===== src/rtl/ctrl_pkg.sv =====
// Shared definitions for the instruction control sequencer: FSM state
// encoding, fixed fetch T-step indices and the strobe bundle with its decoder.
package ctrl_pkg;

    typedef enum logic [2:0] {
        ST_IDLE,
        ST_T0,
        ST_T1,
        ST_T2,
        ST_EXEC,
        ST_HALTED
    } seq_state_e;

    // Fixed fetch step indices; execute steps start at STEP_EXEC_FIRST.
    localparam int STEP_T0         = 0;
    localparam int STEP_T1         = 1;
    localparam int STEP_T2         = 2;
    localparam int STEP_EXEC_FIRST = 3;

    typedef struct packed {
        logic pc_out;
        logic mar_in;
        logic inc_pc;
        logic z_in;
        logic zlow_out;
        logic pc_in;
        logic mdr_in;
        logic read;
        logic mdr_out;
        logic ir_in;
        logic exec_en;
    } strobe_t;

    // Strobes belonging to a state; pc_in is only wanted on the first T1 cycle.
    function automatic strobe_t strobes_for(input seq_state_e st, input logic first_t1);
        strobe_t s;
        s = '0;
        case (st)
            ST_T0: begin
                s.pc_out = 1'b1;
                s.mar_in = 1'b1;
                s.inc_pc = 1'b1;
                s.z_in   = 1'b1;
            end
            ST_T1: begin
                s.zlow_out = 1'b1;
                s.pc_in    = first_t1;
                s.mdr_in   = 1'b1;
                s.read     = 1'b1;
            end
            ST_T2: begin
                s.mdr_out = 1'b1;
                s.ir_in   = 1'b1;
            end
            ST_EXEC: s.exec_en = 1'b1;
            default: s = '0;
        endcase
        return s;
    endfunction

endpackage


===== src/rtl/step_counter.sv =====
// T-step index register: load has priority over increment, otherwise hold.
module step_counter #(
    parameter int STEP_W = 4
) (
    input  logic              clk,
    input  logic              rst_n,
    input  logic              load,
    input  logic [STEP_W-1:0] load_val,
    input  logic              inc,
    output logic [STEP_W-1:0] count
);

    logic [STEP_W-1:0] count_reg;

    // Load / increment / hold of the current step index.
    always_ff @(posedge clk or negedge rst_n) begin
        if (!rst_n) begin
            count_reg <= '0;
        end else if (load) begin
            count_reg <= load_val;
        end else if (inc) begin
            count_reg <= count_reg + STEP_W'(1);
        end
    end

    assign count = count_reg;

endmodule


===== src/rtl/control_sequencer.sv =====
// Hardwired fetch/execute control sequencer.
// Fetch runs T0 (PC to MAR, increment), T1 (memory read, waits on mem_ready),
// T2 (MDR to IR); execute steps follow until end_instr or the last step.
// Optional feature: define SEQ_TIMEOUT_EN to bound the T1 memory wait; on
// expiry err latches and the sequencer halts. Without it err is tied low.
module control_sequencer
    import ctrl_pkg::*;
#(
    parameter int NUM_STEPS   = 8,
    parameter int STEP_W      = 4,
    parameter int TIMEOUT_CYC = 15
) (
    input  logic              clk,
    input  logic              clr,
    input  logic              run,
    input  logic              stall,
    input  logic              mem_ready,
    input  logic              end_instr,
    input  logic              halt_req,
    output logic [STEP_W-1:0] step,
    output logic              pc_out,
    output logic              mar_in,
    output logic              inc_pc,
    output logic              z_in,
    output logic              zlow_out,
    output logic              pc_in,
    output logic              mdr_in,
    output logic              read,
    output logic              mdr_out,
    output logic              ir_in,
    output logic              exec_en,
    output logic              busy,
    output logic              halted,
    output logic              err
);

    if (NUM_STEPS < 4 || NUM_STEPS > 16 || STEP_W < $clog2(NUM_STEPS) || TIMEOUT_CYC < 1) begin : g_param_check
        $error("control_sequencer: illegal parameter combination");
    end

    localparam logic [STEP_W-1:0] LAST_STEP = STEP_W'(NUM_STEPS - 1);

    // Reset asserts asynchronously and releases through two flops so the
    // first state change happens well clear of the clr rising edge.
    logic [1:0] rst_sync_reg;
    logic       rst_core_n;

    // Reset release synchroniser.
    always_ff @(posedge clk or negedge clr) begin
        if (!clr) begin
            rst_sync_reg <= 2'b00;
        end else begin
            rst_sync_reg <= {rst_sync_reg[0], 1'b1};
        end
    end

    assign rst_core_n = rst_sync_reg[1];

    seq_state_e        state_reg;
    seq_state_e        state_next;
    strobe_t           strb_reg;
    logic [STEP_W-1:0] step_cnt;
    logic [STEP_W-1:0] step_load_val;
    logic              step_load;
    logic              step_inc;

`ifdef SEQ_TIMEOUT_EN
    localparam int TO_W = $clog2(TIMEOUT_CYC + 1);

    logic [TO_W-1:0] to_cnt_reg;
    logic            err_reg;
    logic            timeout_hit;

    // Fires on the unready T1 cycle that exhausts the wait budget.
    assign timeout_hit = (state_reg == ST_T1) && !mem_ready &&
                         (to_cnt_reg == TO_W'(TIMEOUT_CYC - 1));

    // Count unready, unstalled T1 cycles; latch err on expiry.
    always_ff @(posedge clk or negedge rst_core_n) begin
        if (!rst_core_n) begin
            to_cnt_reg <= '0;
            err_reg    <= 1'b0;
        end else if (!stall) begin
            if (state_reg == ST_T1 && state_next == ST_T1) begin
                to_cnt_reg <= to_cnt_reg + TO_W'(1);
            end else begin
                to_cnt_reg <= '0;
            end
            if (timeout_hit) begin
                err_reg <= 1'b1;
            end
        end
    end

    assign err = err_reg;
`else
    assign err = 1'b0;
`endif

    // Next-state and step-counter control; a stall freezes everything.
    always_comb begin
        state_next    = state_reg;
        step_load     = 1'b0;
        step_load_val = '0;
        step_inc      = 1'b0;
        if (!stall) begin
            unique case (state_reg)
                ST_IDLE: begin
                    if (run) begin
                        state_next    = ST_T0;
                        step_load     = 1'b1;
                        step_load_val = STEP_W'(STEP_T0);
                    end
                end
                ST_T0: begin
                    state_next    = ST_T1;
                    step_load     = 1'b1;
                    step_load_val = STEP_W'(STEP_T1);
                end
                ST_T1: begin
                    if (mem_ready) begin
                        state_next    = ST_T2;
                        step_load     = 1'b1;
                        step_load_val = STEP_W'(STEP_T2);
                    end
`ifdef SEQ_TIMEOUT_EN
                    else if (timeout_hit) begin
                        state_next    = ST_HALTED;
                        step_load     = 1'b1;
                        step_load_val = STEP_W'(STEP_T0);
                    end
`endif
                end
                ST_T2: begin
                    state_next    = ST_EXEC;
                    step_load     = 1'b1;
                    step_load_val = STEP_W'(STEP_EXEC_FIRST);
                end
                ST_EXEC: begin
                    if (end_instr || step_cnt == LAST_STEP) begin
                        step_load     = 1'b1;
                        step_load_val = STEP_W'(STEP_T0);
                        if (halt_req) begin
                            state_next = ST_HALTED;
                        end else if (run) begin
                            state_next = ST_T0;
                        end else begin
                            state_next = ST_IDLE;
                        end
                    end else begin
                        step_inc = 1'b1;
                    end
                end
                default: state_next = state_reg;
            endcase
        end
    end

    // State register plus strobes decoded from the next state, so strobes
    // line up with the step index. A stall holds everything but drops read.
    always_ff @(posedge clk or negedge rst_core_n) begin
        if (!rst_core_n) begin
            state_reg <= ST_IDLE;
            strb_reg  <= '0;
        end else if (stall) begin
            strb_reg.read <= 1'b0;
        end else begin
            state_reg <= state_next;
            strb_reg  <= strobes_for(state_next, state_reg == ST_T0);
        end
    end

    step_counter #(
        .STEP_W (STEP_W)
    ) u_step_counter (
        .clk      (clk),
        .rst_n    (rst_core_n),
        .load     (step_load),
        .load_val (step_load_val),
        .inc      (step_inc),
        .count    (step_cnt)
    );

    assign step     = step_cnt;
    assign pc_out   = strb_reg.pc_out;
    assign mar_in   = strb_reg.mar_in;
    assign inc_pc   = strb_reg.inc_pc;
    assign z_in     = strb_reg.z_in;
    assign zlow_out = strb_reg.zlow_out;
    assign pc_in    = strb_reg.pc_in;
    assign mdr_in   = strb_reg.mdr_in;
    assign read     = strb_reg.read;
    assign mdr_out  = strb_reg.mdr_out;
    assign ir_in    = strb_reg.ir_in;
    assign exec_en  = strb_reg.exec_en;
    assign busy     = (state_reg != ST_IDLE) && (state_reg != ST_HALTED);
    assign halted   = (state_reg == ST_HALTED);

endmodule

===== config.mk =====
export PLATFORM = sky130hd
export DESIGN_NAME = control_sequencer
export DESIGN_NICKNAME = d
export VERILOG_FILES = /design/src/rtl/ctrl_pkg.sv /design/src/rtl/step_counter.sv /design/src/rtl/control_sequencer.sv
export SDC_FILE = /design/constraint.sdc
export NUM_CORES = 1
export LEC_CHECK = 0
export ABC_CLOCK_PERIOD_IN_PS = 2600
export CAP_MARGIN = 20
export CORE_MARGIN = 2
export CORE_UTILIZATION = 49
export DETAILED_ROUTE_END_ITERATION = 10
export GPL_ROUTABILITY_DRIVEN = 1
export PLACE_DENSITY = 0.9
export SETUP_SLACK_MARGIN = 0.02
export SYNTH_ARGS = -nofsm -noshare
export SYNTH_HDL_FRONTEND = slang
export SYNTH_SLANG_ARGS = --single-unit

===== constraint.sdc =====
create_clock -name clk -period 2.6 [get_ports clk]
set_input_delay 0.26 -clock clk [delete_from_list [all_inputs] [get_ports clk]]
set_output_delay 0.26 -clock clk [all_outputs]
set_load 0.02 [all_outputs]

==> parameters.txt <==
Parameter                              Value

Logic synthesis
  Sequential cell area fraction in the yosys report    43.4%
  Synth Flop Type    dfrtp_1
  Number of enable flip-flop cells after synthesis    0
  Post-synth ARST share    100%
  Cell area after technology mapping    866 um2
  Dominant combinational cell family by area after synthesis    compound AO/OA/AOI/OAI gates
  Number of distinct library cells after synthesis    38
  Post-synthesis adder-cell area fraction    1.45%
  XOR/XNOR share of the synthesized area    5.06%
  Number of synthesized register bits    15
  Post-Synthesis Cells    88
  Simple-gate share of the synthesized area    15.8%
  Proportion of synthesized area in mux cells    3.61%
  Synthesized area per cell    9.84 um2
  Net count after synthesis    96
  Compound-Gate Fraction of Synth Area    18.9%
  YS warnings    0

Critical path
  Setup slack of the most critical reg-to-reg path    650 ps
  Path type of the worst setup path    reg2out
  Maximum fanout along the worst path    12
  Worst path arrival time    1910 ps
  Setup crit end    halted
  Crit end category    output port
  Startpoint kind of the worst setup timing path    flop
  Required time of the critical path    2340 ps
  End of the worst register-to-register path    u_step_counter.count[1]$_DFFE_PN0P_
  Start point of the critical path    state_reg[0]$_DFFE_PN0N_
  Reg-to-reg startpoint    state_reg[1]$_DFFE_PN0N_
  Cell depth of the worst flop-to-flop path    3

Detailed routing
  # DRC    0
  Via total after detailed routing    723
  Drt initial violations    22
  Final WL    1.78 mm
  Routed length per placed instance    14.6 um
  Number of optimization iterations in the first detailed-route pass    4
  Routed vias/inst    5.93
  Routed Antenna Nets    0

Flow run
  Max_cap viols    0

CTS
  Clock Latency Late Sink    290 ps
  Post-CTS sizing    0
  CTS tree    built
  Clock tree root driver cell    clkbuf_4
  Clock buffer count from CTS    3
  Hold-fix buffers, CTS    0
  Maximum root-to-sink buffer count    2
  Clock-pin slew of the registers on the worst-case setup and hold paths    90 ps
  Number of clock sinks    15
  H-tree levels    1
  Post-CTS setup buffer count    0

Floorplanning
  Area of the die    2120 um2
  Initial cell density of the core    51.3%
  Horizontal die dimension    46.0 um
  Placement row count    15
  Die boundary height    46.0 um
  Core Footprint    1690 um2
  Ports placed on the boundary    25

Timing
  Final setup skew    5.10 ps
  Highest Clock Rate    461 MHz
  Tcrit/Tclk final    83.5%
  Final Hold Violating Endpoints    0
  Slew margin rel.    64.9%
  Final-layout setup total negative slack    0 ps
  Count of final max-slew check failures    0
  Slew at the pin closest to its max-slew limit    527 ps
  Minimum clock period after layout    2170 ps
  Setup repair after global routing missed its margin    false
  Count of final setup violators    0

Min path
  Min-delay worst type    in2async

Power and ir drop
  Lkg Pwr    0.452 nW
  Max VDD drop    618 uV
  Pwr per Cell Area    1090 nW/um2
  Total power after layout    1.18 mW

Finish
  Count of fill cells added during filler insertion    137
  Final layout net count    114
  Area occupied by multi-input gates    395 um2
  Number of diodes    0
  Footprint of the flip-flops and latches    375 um2
  Share of layout cells above drive strength 1    9.52%
  Area growth from synthesis to layout    24.7%
  Flip-flop count of the largest register after layout    4
  Final std cells w/o fill    122

GRT
  Antenna violations before repair    0
  Global-route wire length before repair    3.06 mm
  Vias in the first global route    702
  Largest net degree at the start of global routing    18
  GRT Residual Overflow    0
  Total Routing Usage GR    20.7%

Placed design
  Buffers on Ports    23
  Cell count after placement    118
  RD Place Congestion    0.822
  Post-detail-place hpwl    1.35 mm

Run status
  Outcome    completed
## layout by cell type (no fill, tap or decap), types with 2 or more instances in the layout
cell type         n
inv_1             6
clkbuf_4          3
a21oi_1           4
nor4b_1           3
mux2i_1           2
nand2_1           4
o41ai_1           3
clkdlybuf4s50_1  23
nor2_1            6
conb_1            2
dfrtp_1          15
o21ai_0           6
xnor2_1           4
## cell usage after synthesis, drive strengths merged (2+ instances only)
library cell	number	share of area, %
o41ai	3	3.0
xnor2	4	4.0
o21ai	6	3.5
dfrtp	15	43
buf	9	7.5
inv	6	2.6
conb	2	0.87
mux2i	2	2.3
a21oi	4	2.3
clkbuf	2	0.87
nand2	4	1.7
nor4b	3	3.0
nor2	6	2.6
## power by group
part / total (mW) / internal [mW] / switching, mW
Clock: 0.134 / 0.0573 / 0.0768
Combinational: 0.605 / 0.308 / 0.297
Sequential: 0.440 / 0.306 / 0.134
Total: 1.18 / 0.672 / 0.508
## routing by layer
metal | GRT usage (%) | routed length, um | vias to the layer above | share of wire, %
li1 | - | - | 347 | -
met1 | 27.5 | 806 | 344 | 45
met2 | 31.4 | 834 | 25 | 47
met3 | 3.57 | 86 | 7 | 4.8
met4 | 12.0 | 53 | 0 | 3.0
met5 | 0 | 0 | - | 0
## layout make-up
type	count	area share (%)
Timing Repair Buffer	24	22.0
Clock inverter	1	0.463
Clock buffer	3	2.09
Multi-Input combinational cell	56	36.6
Sequential cell	15	34.8
Inverter	6	2.09
Tap cell	17	1.97
## worst min-delay path by stage
stage | startpoint | end | slack [ps] | cells after the start
2_1_floorplan | clr | rst_sync_reg[0]$_DFF_PN0_ | -40 | 0
3_3_place_gp | rst_sync_reg[1]$_DFF_PN0_ | pc_in$_DFFE_PN0N_ | 230 | 0
3_5_place_dp | rst_sync_reg[1]$_DFF_PN0_ | pc_in$_DFFE_PN0N_ | 240 | 0
4_1_cts | clr | rst_sync_reg[1]$_DFF_PN0_ | 110 | 1
5_1_grt | clr | rst_sync_reg[1]$_DFF_PN0_ | 110 | 1
6_report | clr | rst_sync_reg[0]$_DFF_PN0_ | 120 | 1
## kinds of logic (layout without fill, tap and decap cells)
family	after synthesis	count (layout)
XOR/XNOR	5	5
other	2	2
AO/OA/AOI/OAI	22	22
flip-flops	15	15
AND/OR/NAND/NOR	23	23
adder cells (fa/ha/maj)	1	1
buffers and inverters	17	34
multiplexers	3	3
## critical path, cell delays in order, from the launching register on
cell and delay, ps:
dfrtp_1 580, inv_1 170, nor3_1 230, clkdlybuf4s50_1 630
## stage by stage
step	area [um2]	setup WS, ps	utilization (%)	hold slack [ps]
2_1_floorplan	866	862	-	-35.6
3_3_place_gp	1050	712	62.3	225
3_5_place_dp	1050	646	62.3	241
4_1_cts	1080	429	63.9	107
5_1_grt	1080	335	63.9	108
6_report	1080	430	63.9	117
Power figures use the tool's default switching activity.
